--- config.mk ---
export PLATFORM = sky130hd
export DESIGN_NAME = seq_mult_ctrl
export DESIGN_NICKNAME = d
export VERILOG_FILES = /design/src/rtl/seq_mult_pkg.sv /design/src/rtl/seq_mult_dp.sv /design/src/rtl/seq_mult_ctrl.sv
export SDC_FILE = /design/constraint.sdc
export NUM_CORES = 1
export LEC_CHECK = 0
export CAP_MARGIN = 10
export CELL_PAD_IN_SITES_DETAIL_PLACEMENT = 1
export CELL_PAD_IN_SITES_GLOBAL_PLACEMENT = 1
export CORE_MARGIN = 2
export CORE_UTILIZATION = 39
export DETAILED_ROUTE_END_ITERATION = 8
export PLACE_DENSITY = 0.89
export SYNTH_ARGS = -nofsm -noshare
export SYNTH_HDL_FRONTEND = slang
export SYNTH_SLANG_ARGS = --single-unit
export TNS_END_PERCENT = 50
--- constraint.sdc ---
create_clock -name clk -period 2.7 [get_ports clk]
set_input_delay 0.405 -clock clk [delete_from_list [all_inputs] [get_ports clk]]
set_output_delay 0.405 -clock clk [all_outputs]
set_load 0.02 [all_outputs]
--- src/rtl/seq_mult_pkg.sv ---
// seq_mult_pkg: shared widths and FSM state encoding for the 4x4 shift-and-add multiplier.
package seq_mult_pkg;
  localparam int WIDTH = 4;
  localparam int CNT_W = 3;
  typedef enum logic [1:0] {
    S_IDLE = 2'd0,
    S_CALC = 2'd1,
    S_DONE = 2'd2
  } state_t;
endpackage

--- src/rtl/seq_mult_dp.sv ---
// seq_mult_dp: A/ACC/Q registers and the single 4-bit ripple adder of the shift-and-add multiplier.
module seq_mult_dp
  import seq_mult_pkg::*;
(
  input  logic                 clk,
  input  logic                 rst,
  input  logic                 i_load,
  input  logic                 i_step,
  input  logic                 i_add,
  input  logic [WIDTH-1:0]     i_a,
  input  logic [WIDTH-1:0]     i_b,
  output logic                 o_q0,
  output logic [2*WIDTH-1:0]   o_shift
);
  logic [WIDTH-1:0] r_a, r_acc, r_q, w_addend, w_sum;
  logic [WIDTH:0]   w_c;
  assign w_addend = i_add ? r_a : '0;
  assign w_c[0]   = 1'b0;
  for (genvar i = 0; i < WIDTH; i++) begin : g_fa
    assign w_sum[i]  = r_acc[i] ^ w_addend[i] ^ w_c[i];
    assign w_c[i+1]  = (r_acc[i] & w_addend[i]) | (w_c[i] & (r_acc[i] ^ w_addend[i]));
  end
  // {C,ACC,Q[3:1]} is exactly the post-shift {ACC,Q}; the carry lands in ACC[3] and C returns to 0
  assign o_shift = {w_c[WIDTH], w_sum, r_q[WIDTH-1:1]};
  assign o_q0    = r_q[0];
  always_ff @(posedge clk) begin
    if (rst) begin
      r_a   <= '0;
      r_acc <= '0;
      r_q   <= '0;
    end else if (i_load) begin
      r_a   <= i_a;
      r_acc <= '0;
      r_q   <= i_b;
    end else if (i_step) begin
      {r_acc, r_q} <= o_shift;
    end
  end
endmodule

--- src/rtl/seq_mult_ctrl.sv ---
// seq_mult_ctrl: FSM, iteration counter and start/busy/done handshake for a 4x4 sequential multiplier.
// Optional ZERO_SKIP_EN: a start with a zero operand jumps straight to DONE with product 0.
module seq_mult_ctrl
  import seq_mult_pkg::*;
(
  input  logic                 clk,
  input  logic                 rst,
  input  logic                 start,
  input  logic [WIDTH-1:0]     multiplicand,
  input  logic [WIDTH-1:0]     multiplier,
  output logic                 busy,
  output logic                 done,
  output logic [2*WIDTH-1:0]   product
);
  state_t               r_state, w_next;
  logic [CNT_W-1:0]     r_cnt;
  logic                 w_load, w_step, w_last, w_zero, w_q0;
  logic [2*WIDTH-1:0]   w_shift;
`ifdef ZERO_SKIP_EN
  assign w_zero = (multiplicand == '0) || (multiplier == '0);
`else
  assign w_zero = 1'b0;
`endif
  assign w_load = (r_state == S_IDLE) && start;
  assign w_step = r_state == S_CALC;
  assign w_last = r_cnt == CNT_W'(WIDTH - 1);
  seq_mult_dp u_dp (
    .clk     (clk),
    .rst     (rst),
    .i_load  (w_load),
    .i_step  (w_step),
    .i_add   (w_q0),
    .i_a     (multiplicand),
    .i_b     (multiplier),
    .o_q0    (w_q0),
    .o_shift (w_shift)
  );
  always_ff @(posedge clk) r_state <= rst ? S_IDLE : w_next;
  // DONE and the unused encoding both fall back to IDLE
  always_comb begin
    w_next = (r_state == S_IDLE) ? (start ? (w_zero ? S_DONE : S_CALC) : S_IDLE) :
             (r_state == S_CALC) ? (w_last ? S_DONE : S_CALC) : S_IDLE;
  end
  always_ff @(posedge clk) begin
    r_cnt   <= (rst || w_load) ? '0 : w_step ? r_cnt + 1'b1 : r_cnt;
    product <= rst ? '0 : (w_step && w_last) ? w_shift : (w_load && w_zero) ? '0 : product;
  end
  always_comb begin
    busy = r_state == S_CALC;
    done = r_state == S_DONE;
  end
endmodule
==> results, run 1 <==
- The clock tree from TritonCTS is yes.
- The total count of max-transition violations in the final report is 0.
- The I/O pin count is 21.
- The actual slew at the worst max-slew pin is 0.397 ns.
- The synthesis-to-finish area growth is 17.2%.
- The synthesized netlist contains 25 unique library cells.
- The number of antenna violations at the first check in global routing came to 0.
- The maximum count of clock buffers along a single path is 2.
- In the routed layout, each cell is associated on average with a via count of 5.20.
- Along the worst path, the maximum fanout reaches 5.
- The completed layout was analyzed and its total power is 0.664 mW.
- From left edge to right edge, the die measures just under 60 microns.
- The final layout contains roughly 160 nets.
- The region available for standard cell placement spans 2810 sq um.
- On the critical path, the stage with the largest delay is an instance of sky130_fd_sc_hd__fa_1.
- For this block, the routed nets add up to 2630 microns of wire.
- The netlist area before placement is 1160 sq um.
- The number of endpoints with negative hold slack in the final report is 0.
- The required time of the critical path is 2.93 ns.
- After legalization and detailed placement, the total HPWL measured between 1500 and 2000 microns.
- Setup repair after global routing left no endpoint under its margin.
- Data arrives at the worst endpoint at 2.38 ns.
- CTS built an H-tree with a depth of 1.
- The final antenna diode count is 0.
- The mean area per synthesized cell is 9.71 sq um.
- The pre-antenna-repair detailed-routing pass consisted of 6 iterations.
- After routing, the total negative slack on setup checks comes to 0 ns.
- Synthesis handed over a netlist of 120 instances.
- The analysis attributes to cell leakage a power of 0.502 nW.
- The checks that failed: design-rule violations.
- The post-synthesis sequential element count is 25.
- Dividing total power by cell area gives a power density of 486 nW/um^2.
- The pin count of the biggest net entering global routing is 20.
- For this configuration, the core starts out at a cell density of between 40% and 50%.
- Clock skew on the completed layout was measured at 0.0135 ns.
- In this run the clock root is driven by a sky130_fd_sc_hd__clkbuf_4.
- Setup violations remaining at the end of the flow were counted as 0.
- By startpoint and endpoint, the worst setup path is classified as reg2reg.
- The endpoint class of the critical path is a flop.
- The first global-routing pass estimated approximately 4300 microns of wire.
- Counting I/O delays and the setup requirement, the final critical path takes 2.14 ns.
- The number of global-route vias before repair came to 908.
- The fraction of the cycle the final worst path needs is 79.4%.
- The final routed DRC violation total is 1.
- The total buffers and inverters traversed by the critical path is 3.
- During placement, the flow inserted port buffers numbering 20.
- The net count after synthesis is 137.
- The die extent in y is around 60 microns.
- The average wire per standard cell is roughly 16 microns.
- The dominant delay contributor by cell family on the critical path is adder cells.
- The final design instance area without fill is around 1400 sq um.
- The critical path goes through and2_1 -> ha_1 -> inv_1 -> fa_1 -> inv_1 -> fa_1 -> inv_1 -> fa_1 -> a211oi_1.
- The clock latency on the worst-skew pair is 0.32 ns.
- Across all layers, the routed design uses just under 900 vias.
- For this run, the total global-route usage over all layers was measured as between 10% and 20%.
- The cell area after placement is between 1000 and 1500 sq um.
- The floorplan step defined a die boundary enclosing 3440 sq um.
- In the layout the commonest cells are sky130_fd_sc_hd__dfxtp_1, sky130_fd_sc_hd__clkdlybuf4s50_1, sky130_fd_sc_hd__nor2_1.
- The number of sinks handled by clock tree synthesis is 25.
- The number of gates resized after CTS is 0.
- The worst pin sits at a relative slew slack of between 70% and 80%.
- The highest clock frequency the design can meet is between 400 and 500 MHz.
- For this run the aggregate overflow at the end of global routing stands at 0.
- The detail route stage leaves a number of antenna-violating nets equal to 0.
- The share of cells above drive strength 1 is 12.3%.
- The clock transition time at the flip-flop clock pins of the worst setup and hold paths is 0.14 ns.
- The run finished, with violations left.
- After synthesis, flip-flops and latches occupy 43.0% of the total area.
- The most frequent standard cell in the layout excluding fill and tap cells is sky130_fd_sc_hd__dfxtp_1.
- On the final layout, the worst hold slack is about 0.47 ns.
- The initial detailed-routing violation count is 23.
- The final weighted congestion in routability-driven placement is about 0.75.
- The CTS buffer count is 3.
- The worst hold-check path type is reg2reg.
- The number of rows created at floorplan is 19.
- The number of buffers inserted for hold repair after clock tree synthesis is 0.
- The total setup buffers inserted after CTS is 0.
- IR analysis of the VDD net gives a maximum drop of 0.243 mV.
- STA classifies the critical path startpoint as a flop.
- Across the run, the number of max-cap violations was 0.
- On the worst path, the slowest cell contributes a delay of 0.47 ns.
- During synthesis, Yosys emitted a total of 0 warnings.
-- through the flow --
| stage | util [%] | std cells | worst slack (ns) |
|---|---|---|---|
| 2_1_floorplan | - | 120 | 0.738 |
| 3_3_place_gp | 47.7 | 165 | 0.691 |
| 3_5_place_dp | 47.7 | 165 | 0.585 |
| 4_1_cts | 48.7 | 169 | 0.534 |
| 5_1_grt | 48.7 | 169 | 0.426 |
| 6_report | 48.7 | 169 | 0.556 |
-- cells by family (layout without fill, tap and decap cells) --
kind of cell | after synthesis | count (layout) | share of synthesized area (%)
AND/OR/NAND/NOR | 42 | 42 | 17.8
XOR/XNOR | 1 | 1 | 0.752
adder cells (fa/ha/maj) | 6 | 6 | 8.38
multiplexers | 6 | 6 | 5.16
AO/OA/AOI/OAI | 22 | 22 | 14.8
buffers and inverters | 18 | 36 | 10.1
flip-flops | 25 | 25 | 43.0
-- report_power, final --
part	internal, mW	leakage, nW	total [mW]	switching (mW)
sequential	0.385	0.204	0.400	0.0143
combinational	0.0474	0.283	0.0942	0.0467
clock	0.0579	0.0150	0.170	0.112
total	0.491	0.502	0.664	0.173
-- flip-flops by register name, indices dropped and copies added (netlist names) --
name,flops
product,8
r_cnt,3
r_state,2
u_dp.r_a,4
u_dp.r_acc,4
u_dp.r_q,4
-- final timing paths --
path / from / end / slack, ns / depth (start not counted)
setup / recovery: u_dp.r_q[0] / product[6] / 0.56 / 9
hold / removal: product[1] / product[1] / 0.47 / 2
setup reg to reg: u_dp.r_q[0] / product[6] / 0.56 / 9
hold reg to reg: product[1] / product[1] / 0.47 / 2
-- cells in the mapped netlist --
master	count	area share, %
sky130_fd_sc_hd__ha_1	3	3.2
sky130_fd_sc_hd__dfxtp_1	25	43
sky130_fd_sc_hd__and3b_2	1	0.86
sky130_fd_sc_hd__mux2i_1	6	5.2
sky130_fd_sc_hd__o221a_2	4	3.9
sky130_fd_sc_hd__nor2_2	1	0.54
sky130_fd_sc_hd__nor2b_4	1	1.2
sky130_fd_sc_hd__or2_1	1	0.54
sky130_fd_sc_hd__nor2b_1	1	0.54
sky130_fd_sc_hd__inv_1	10	3.2
sky130_fd_sc_hd__buf_8	1	1.3
sky130_fd_sc_hd__clkbuf_1	1	0.32
sky130_fd_sc_hd__nand3b_1	1	0.64
sky130_fd_sc_hd__a211oi_2	4	4.3
sky130_fd_sc_hd__nand2b_1	1	0.54
sky130_fd_sc_hd__buf_6	5	4.8
sky130_fd_sc_hd__a211oi_1	3	1.9
sky130_fd_sc_hd__and2_1	2	1.1
sky130_fd_sc_hd__xnor2_1	1	0.75
sky130_fd_sc_hd__nand2_1	13	4.2
sky130_fd_sc_hd__buf_2	1	0.43
sky130_fd_sc_hd__nor3b_4	1	1.6
sky130_fd_sc_hd__a21oi_1	11	4.7
sky130_fd_sc_hd__nor2_1	19	6.1
sky130_fd_sc_hd__fa_1	3	5.2
-- metal layers --
metal,global-route usage (%),vias to the layer above,wire length [microns]
met4,8.12,0,66
met3,2.64,7,126
met2,29.4,23,1320
met5,0,-,0
met1,20.8,421,1120
li1,-,427,-
-- layout make-up --
type | instances | area [sq um]
clock buffer | 4 | 26.3
fill | 327 | 1440
inverter | 10 | 37.5
multi-input combinational | 77 | 547
sequential | 25 | 500
tap | 31 | 38.8
timing repair buffer | 22 | 215
-- tightest hold or removal path, stage by stage, from the launching register on --
cell,delay [ns]
sky130_fd_sc_hd__dfxtp_1,0.34
sky130_fd_sc_hd__nand2_1,0.05
sky130_fd_sc_hd__a21oi_1,0.05
(Power assumes the default switching activity.)
==> inputs of run 2 (changes only) <==
==> constraint.sdc (replaced) <==
create_clock -name clk -period 2 [get_ports clk]
set_input_delay 0.3 -clock clk [delete_from_list [all_inputs] [get_ports clk]]
set_output_delay 0.3 -clock clk [all_outputs]
set_load 0.02 [all_outputs]
==> run 2 against run 1 <==
Effect of this change:
- the run ends with design-rule violations, negative setup slack left
- utilization grew 1.9 points
- cell area grew 3.9%
- final cell count grew 1.2%
- via count grew 2.1%
- sequential cell count is the same
- power grew 38%
- die area is the same
==> results, run 2 (synthesis results as in run 1) <==
- Outcome: finished, violations left (unchanged).
- Violated checks: design-rule violations, negative setup slack (was design-rule violations).
- The maximum cell stage delay along the critical path came to 0.45 ns (was 0.47 ns).
- The number of nets in the finished design is 158 (was 156).
- The share of cells above drive strength 1 is 24.3% (was 12.3%).
- The I/O pin count is 21 (unchanged).
- The number of cells in the finished layout apart from fillers was 171 (was 169).
- The total detailed-routing wirelength is 2710 microns (was 2630 microns).
- The source of the worst register-to-register timing path was u_dp.r_q[0] (unchanged).
- The total buffers and inverters traversed by the critical path was 3 (unchanged).
- The largest register by flop count is product (unchanged).
- The arrival time of the worst setup path is 2.29 ns (was 2.38 ns).
- The number of antenna violations at the first check in global routing is 0 (unchanged).
- The endpoint class of the critical path is a flop (unchanged).
- The die extent in y is 58.7 microns (unchanged).
- The utilization after layout is 50.6% (was 48.7%).
- The final design instance area without fill came to 1420 sq um (was 1370 sq um).
- The sum of overflow across all layers after global routing was 0 (unchanged).
- The final antenna diode count is 0 (unchanged).
- The final weighted congestion in routability-driven placement is 0.767 (was 0.752).
- The launch instance of the worst min-delay path is product[2] (was product[1]).
- The required time of the critical path was 2.25 ns (was 2.93 ns).
- The clock root buffer master is sky130_fd_sc_hd__clkbuf_4 (unchanged).
- The maximum count of clock buffers along a single path was 2 (unchanged).
- The clock transition time at the flip-flop clock pins of the worst setup and hold paths came to 0.15 ns (was 0.14 ns).
- The count of buffers from port buffering is 20 (unchanged).
- The switching power summed over all nets is 0.247 mW (was 0.173 mW).
- The cell area after placement came to 1350 sq um (was 1340 sq um).
- The synthesis-to-finish area growth is 21.8% (was 17.2%).
- The number of fill cells in the layout is 321 (was 327).
- The length of the first detailed-routing pass in iterations is 6 (unchanged).
- The die outline width came to 58.7 microns (unchanged).
- The area of the die came to 3440 sq um (unchanged).
- The number of sinks handled by clock tree synthesis came to 25 (unchanged).
- The initial detailed-routing violation count is 30 (was 23).
- The critical path's slowest cell is sky130_fd_sc_hd__fa_2 (was sky130_fd_sc_hd__fa_1).
- The H-tree depth was 1 (unchanged).
- The CTS buffer count is 3 (unchanged).
- The average vias per placed instance is 5.24 (was 5.20).
- The HPWL reported at the end of detailed placement was 2020 microns (was 1990 microns).
- The final count of negative-setup-slack endpoints is 2 (was 0).
- The final critical-path required period is 2.04 ns (was 2.14 ns).
- The worst ir drop on vdd is 0.340 mV (was 0.243 mV).
- The number of nets still failing antenna checks after routing is 0 (unchanged).
- The number of endpoints with negative hold slack in the final report is 0 (unchanged).
- The clock skew after layout is 0.0175 ns (was 0.0135 ns).
- The fraction of the cycle the final worst path needs is 102% (was 79.4%).
- The cell-internal power is 0.667 mW (was 0.491 mW).
- The initial cell density of the core is 41.5% (unchanged).
- The pin count of the biggest net entering global routing is 19 (was 20).
- Chain of cells forming the critical path: and2_4 -> ha_4 -> inv_2 -> fa_2 -> inv_2 -> fa_2 -> inv_2 -> fa_2 -> a211oi_2 (was and2_1 -> ha_1 -> inv_1 -> fa_1 -> inv_1 -> fa_1 -> inv_1 -> fa_1 -> a211oi_1).
- The relative contribution of sequential cells to total power was 59.2% (was 60.2%).
- The area of the placeable core is 2810 sq um (unchanged).
- The type of the setup path with the least slack is reg2reg (unchanged).
- The most frequent standard cell in the layout excluding fill and tap cells is sky130_fd_sc_hd__dfxtp_1 (unchanged).
- The total global routing track utilization is 17.9% (was 17.1%).
- The total count of max-transition violations in the final report came to 0 (unchanged).
- The maximum net fanout on the critical path came to 2 (was 5).
- The worst hold-check path type is reg2reg (unchanged).
- The count of max-cap constraint violations was 0 (unchanged).
- The part of the power in the clock network is 25.6% (about the same).
- The number of buffers inserted for hold repair after clock tree synthesis is 0 (unchanged).
- The actual slew at the worst max-slew pin came to 0.367 ns (was 0.397 ns).
- The leakage power is 0.515 nW (was 0.502 nW).
- The total setup buffers inserted after CTS came to 0 (unchanged).
- The number of instances in the placed design is 167 (was 165).
- The number of global-route vias before repair is 982 (was 908).
- The global-route wire length before repair was 4550 microns (was 4260 microns).
- The total power per unit cell area is 644 nW/um^2 (was 486 nW/um^2).
- The proportion of power drawn by combinational gates came to 15.2% (was 14.2%).
- The average wire per standard cell is 15.8 microns (was 15.6 microns).
- The clock tree from TritonCTS is yes (unchanged).
- Commonest cells after routing, fill and taps aside: sky130_fd_sc_hd__dfxtp_1, sky130_fd_sc_hd__clkdlybuf4s50_1, sky130_fd_sc_hd__nor2_1 (unchanged).
- The startpoint kind of the worst setup timing path was a flop (unchanged).
- The worst setup path startpoint is u_dp.r_q[0] (unchanged).
- The final routed DRC violation total is 1 (unchanged).
- The proportion of total power due to net switching was 27.0% (was 26.1%).
- The total negative slack for setup checks is -0.0671 ns (was 0 ns).
- The flip-flop count of the largest register after layout is 8 (unchanged).
- Setup repair after global routing missed its margin: true (was false).
- The total power draw is 0.913 mW (was 0.664 mW).
- The remaining max-slew budget at the tightest pin is 75.5% (was 73.5%).
- The clock latency on the worst-skew pair is 0.33 ns (was 0.32 ns).
- The worst setup slack after layout is -0.0408 ns (was 0.556 ns).
- The dominant delay contributor by cell family on the critical path is adder cells (unchanged).
- The number of rows created at floorplan is 19 (unchanged).
- The via count is 896 (was 878).
- The highest clock frequency the design can meet was 490 MHz (was 466 MHz).
==> run 2: routing by layer <==
metal	GRT usage [%]	part of all wire, %
met5	0	0
met4	5.84	0.85
met3	2.20	3.0
met2	31.8	52
met1	22.4	44
==> run 2: repair_timing <==
action                                  CTS  global route
gates resized for setup                  14             1
pin swaps                                 5             4
endpoints found under the setup margin    5             4
==> run 2: metrics by stage <==
stage | hold slack, ns | setup slack [ns]
final | 0.473 | -0.0408
after floorplan | 0.445 | 0.0378
after global routing | 0.502 | -0.0883
after detailed placement | 0.456 | -0.119
after global placement | 0.443 | 0.0143
after CTS | 0.478 | -0.130
==> run 2: power groups by stage <==
stage	combinational, mW	sequential [mW]	clock [mW]
floorplan	0.101	0.542	0
global placement	0.129	0.547	0
detailed placement	0.135	0.549	0
CTS	0.139	0.540	0.239
global route	0.154	0.543	0.254
finish	0.139	0.540	0.234
==> run 2: final cells by class <==
type | instances | area [sq um] | area share (%)
flip-flops and latches | 25 | 505 | 35.6
inverters | 10 | 37.5 | 2.65
repair buffers | 24 | 230 | 16.2
well taps | 31 | 38.8 | 2.73
clock buffers | 3 | 22.5 | 1.59
clock inverters | 1 | 5.00 | 0.353
multi-input cells | 77 | 579 | 40.8
==> run 2: worst reg2reg max path: cells and delay by family, from the launching register on <==
family | cells | cell delay [ns]
AOI/OAI and AO/OA | 1 | 0.19
adders and majority gates | 4 | 1.12
buffers and inverters | 3 | 0.14
DFF | 1 | 0.35
and+or+nand+nor | 1 | 0.16
==> run 2: worst paths after layout <==
kind | endpoint | slack, ns | depth (start not counted)
worst max-delay path | u_dp.r_acc[2] | -0.04 | 9
worst min-delay path | product[2] | 0.47 | 2
worst max register to register | u_dp.r_acc[2] | -0.04 | 9
worst min register to register | product[2] | 0.47 | 2
==> inputs of run 3 (changes only) <==
--- a/config.mk
+++ b/config.mk
@@ -9,10 +9,11 @@
 export CELL_PAD_IN_SITES_DETAIL_PLACEMENT = 1
 export CELL_PAD_IN_SITES_GLOBAL_PLACEMENT = 1
 export CORE_MARGIN = 2
-export CORE_UTILIZATION = 39
+export CORE_UTILIZATION = 38
 export DETAILED_ROUTE_END_ITERATION = 8
-export PLACE_DENSITY = 0.89
+export PLACE_DENSITY = 0.88
 export SYNTH_ARGS = -nofsm -noshare
 export SYNTH_HDL_FRONTEND = slang
+export SYNTH_HIERARCHICAL = 1
 export SYNTH_SLANG_ARGS = --single-unit
 export TNS_END_PERCENT = 50
==> run 3 against run 2 <==
Effect of this change:
- the flow finishes with violations (negative setup slack)
- first-iteration DRC count fell by 93%
- non-clock buffer count grew 1
- critical path type unchanged
- clock power is 5% lower
- register-to-register slack got worse by 0.15 ns
==> results, run 3 <==
- The startpoint kind of the worst setup timing path is a flop (unchanged).
- The number of global-route vias before repair is 927 (was 982).
- The total detailed-routing wirelength was 2480 microns (was 2710 microns).
- The share of the synthesized area in the top cell type was 45.0% (was 43.0%).
- The I/O pin count was 21 (unchanged).
- The share of synthesized registers carrying an async set or reset was 0% (unchanged).
- The H-tree depth is 1 (unchanged).
- The via count is 878 (was 896).
- The area of the die is 3370 sq um (was 3440 sq um).
- The final count of negative-setup-slack endpoints was 3 (was 2).
- The die extent in y is 58.1 microns (was 58.7 microns).
- The number of instances in the placed design was 170 (was 167).
- The cell count after synthesis is 119 (was 120).
- The highest clock frequency the design can meet came to 457 MHz (was 490 MHz).
- The dominant combinational cell family by area after synthesis is simple AND/OR/NAND/NOR gates (unchanged).
- Largest cells by area after synthesis: sky130_fd_sc_hd__dfxtp_1, sky130_fd_sc_hd__mux2i_1, sky130_fd_sc_hd__nand2_1 (was sky130_fd_sc_hd__dfxtp_1, sky130_fd_sc_hd__nor2_1, sky130_fd_sc_hd__fa_1).
- The total power draw is 0.890 mW (was 0.913 mW).
- The number of buffers inserted for hold repair after clock tree synthesis is 0 (unchanged).
- The total setup buffers inserted after CTS is 0 (unchanged).
- The biggest area consumer among synthesized cells is sky130_fd_sc_hd__dfxtp_1 (unchanged).
- The post-synthesis simple-gate area fraction was 17.8% (about the same).
- The number of cells in the finished layout apart from fillers came to 174 (was 171).
- The initial detailed-routing violation count is 2 (was 30).
- The most used standard cell by instance count after synthesis is sky130_fd_sc_hd__dfxtp_1 (unchanged).
- The number of enable flip-flop cells after synthesis is 0 (unchanged).
- The fraction of the cycle the final worst path needs is 109% (was 102%).
- The required time of the critical path is 2.22 ns (was 2.25 ns).
- The total count of max-transition violations in the final report is 0 (unchanged).
- The largest register by flop count is product (unchanged).
- The number of sinks handled by clock tree synthesis was 25 (unchanged).
- The arrival time of the worst setup path is 2.40 ns (was 2.29 ns).
- The dominant register cell in the synthesized netlist is sky130_fd_sc_hd__dfxtp_1 (unchanged).
- The final routed DRC violation total is 0 (was 1).
- Setup repair after global routing missed its margin: true (unchanged).
- The actual slew at the worst max-slew pin is 0.475 ns (was 0.367 ns).
- The HPWL reported at the end of detailed placement came to 1880 microns (was 2020 microns).
- The final weighted congestion in routability-driven placement is 0.714 (was 0.767).
- The pin count of the biggest net entering global routing is 15 (was 19).
- The endpoint class of the critical path was a flop (unchanged).
- The maximum count of clock buffers along a single path is 2 (unchanged).
- Violated checks: negative setup slack (was design-rule violations, negative setup slack).
- Most used standard cells in the synthesized netlist: sky130_fd_sc_hd__dfxtp_1, sky130_fd_sc_hd__nand2_1, sky130_fd_sc_hd__nor2_1 (was sky130_fd_sc_hd__dfxtp_1, sky130_fd_sc_hd__nor2_1, sky130_fd_sc_hd__nand2_1).
- The count of yosys warnings during synthesis is 6 (was 0).
- The global-route wire length before repair is 4200 microns (was 4550 microns).
- The type of the setup path with the least slack was reg2reg (unchanged).
- The number of antenna violations at the first check in global routing is 0 (unchanged).
- The CTS buffer count was 3 (unchanged).
- The busiest layer in global routing was met2 (unchanged).
- The global routing usage on met3 is 2.90% (was 2.20%).
- The count of buffers from port buffering is 20 (unchanged).
- The critical path's slowest cell is sky130_fd_sc_hd__fa_2 (unchanged).
- The total negative slack for setup checks is -0.278 ns (was -0.0671 ns).
- The arithmetic-cell share of the synthesized area counting full adders, half adders and majority gates is 8.78% (was 8.38%).
- The clock tree from TritonCTS is yes (unchanged).
- The average wire per standard cell is 14.3 microns (was 15.8 microns).
- The clock skew after layout came to 0.00246 ns (was 0.0175 ns).
- The worst hold-check path type was reg2reg (unchanged).
- The worst hold slack across all endpoints is 0.467 ns (was 0.473 ns).
- The flip-flop count of the largest register after layout was 8 (unchanged).
- The final antenna diode count was 0 (unchanged).
- The mean area per synthesized cell was 9.34 sq um (was 9.71 sq um).
- The post-synthesis sequential element count is 25 (unchanged).
- The initial cell density of the core was 40.3% (was 41.5%).
- The net count after synthesis is 136 (was 137).
- Chain of cells forming the critical path: and2_4 -> ha_4 -> inv_2 -> fa_2 -> inv_2 -> fa_2 -> inv_2 -> fa_2 -> a2111oi_4 (was and2_4 -> ha_4 -> inv_2 -> fa_2 -> inv_2 -> fa_2 -> inv_2 -> fa_2 -> a211oi_2).
- The total power per unit cell area came to 624 nW/um^2 (was 644 nW/um^2).
- The worst ir drop on vdd is 0.446 mV (was 0.340 mV).
- The clock root buffer master is sky130_fd_sc_hd__clkbuf_4 (unchanged).
- The met1 layer usage reported by global route came to 18.8% (was 22.4%).
- The number of endpoints with negative hold slack in the final report is 0 (unchanged).
- The fraction of synthesized area in multiplexers is 9.01% (was 5.16%).
- The parity-gate share of the synthesized area counting xor and xnor cells came to 0% (was 0.752%).
- The worst setup slack after layout came to -0.188 ns (was -0.0408 ns).
- The length of the first detailed-routing pass in iterations is 4 (was 6).
- The average vias per placed instance was 5.05 (was 5.24).
- The most frequent standard cell in the layout excluding fill and tap cells is sky130_fd_sc_hd__dfxtp_1 (unchanged).
- Outcome: finished, violations left (unchanged).
- The worst slack after detailed placement was -0.280 ns (was -0.119 ns).
- Commonest cells after routing, fill and taps aside: sky130_fd_sc_hd__dfxtp_1, sky130_fd_sc_hd__clkdlybuf4s50_1, sky130_fd_sc_hd__nand2_1 (was sky130_fd_sc_hd__dfxtp_1, sky130_fd_sc_hd__clkdlybuf4s50_1, sky130_fd_sc_hd__nor2_1).
- The share of the yosys chip area belonging to registers is 45.0% (was 43.0%).
- The met2 layer usage reported by global route is 30.5% (was 31.8%).
- The number of distinct library cells after synthesis was 24 (was 25).
- The sum of overflow across all layers after global routing came to 0 (unchanged).
- The synthesis-to-finish area growth was 28.4% (was 21.8%).
- The die outline width is 58.1 microns (was 58.7 microns).
- The remaining max-slew budget at the tightest pin is 67.5% (was 75.5%).
- The area of the placeable core is 2760 sq um (was 2810 sq um).
- The total global routing track utilization is 16.2% (was 17.9%).
- The maximum cell stage delay along the critical path was 0.46 ns (was 0.45 ns).
- The count of max-cap constraint violations came to 0 (unchanged).
- The number of nets still failing antenna checks after routing came to 0 (unchanged).
- The number of rows created at floorplan came to 19 (unchanged).
- The compound-gate portion of the synthesized area is 12.5% (was 14.8%).
- The share of cells above drive strength 1 is 16.8% (was 24.3%).
- The maximum net fanout on the critical path came to 2 (unchanged).
- The netlist area before placement is 1110 sq um (was 1160 sq um).
- The clock latency on the worst-skew pair is 0.31 ns (was 0.33 ns).
- The clock transition time at the flip-flop clock pins of the worst setup and hold paths is 0.13 ns (was 0.15 ns).
- The final critical-path required period is 2.19 ns (was 2.04 ns).
- The number of nets in the finished design is 161 (was 158).
- The leakage power is 0.538 nW (was 0.515 nW).
run 3: per-layer routing:
layer	vias to the layer above	wire, microns
li1	442	-
met1	414	1040
met2	22	1350
met3	0	84
met4	0	0
met5	-	0
run 3: kinds of logic after synthesis:
group,count (synthesis)
buffers and inverters,16
muxes,10
and+or+nand+nor,43
AOI/OAI and AO/OA,19
adders and majority gates,6
DFF,25
run 3: layout make-up:
type,instances,area (sq um)
clock buffers,4,26.3
fillers,332,1330
inverters,11,41.3
multi-input cells,78,579
flip-flops and latches,25,503
well taps,31,38.8
repair buffers,25,238
run 3: timing repair:
action                                  4_1_cts  5_1_grt
endpoints found under the setup margin        4        4
pin swaps                                     2        1
resized for setup                             3       12
cloned                                        0        0
run 3: worst max-delay path, delay by kind of cell (launching register included):
kind | cells | cell delay (ns)
adder cells (fa/ha/maj) | 4 | 1.12
flip-flops | 1 | 0.34
AO/OA/AOI/OAI | 1 | 0.31
buffers and inverters | 3 | 0.16
AND/OR/NAND/NOR | 1 | 0.15
run 3: stage by stage:
| step | instance area [sq um] | utilization, % |
|---|---|---|
| 2_1_floorplan | 1110 | - |
| 5_1_grt | 1430 | 51.7 |
| 3_3_place_gp | 1350 | 49.1 |
| 6_report | 1430 | 51.7 |
| 4_1_cts | 1400 | 50.6 |
| 3_5_place_dp | 1350 | 49.1 |
run 3: final timing paths:
check,from,to,slack (ns),cells past startpoint
max reg2reg,u_dp/r_q[0],u_dp/r_acc[2],-0.19,9
max,u_dp/r_q[0],u_dp/r_acc[2],-0.19,9
min,product[1],product[1],0.47,2
min reg2reg,product[1],product[1],0.47,2
run 3: report_power, final:
group	total (mW)	leakage [nW]	switching, mW	internal, mW
sequential	0.536	0.204	0.0164	0.519
clock	0.223	0.0150	0.145	0.0778
combinational	0.131	0.319	0.0652	0.0663
total	0.890	0.538	0.226	0.663
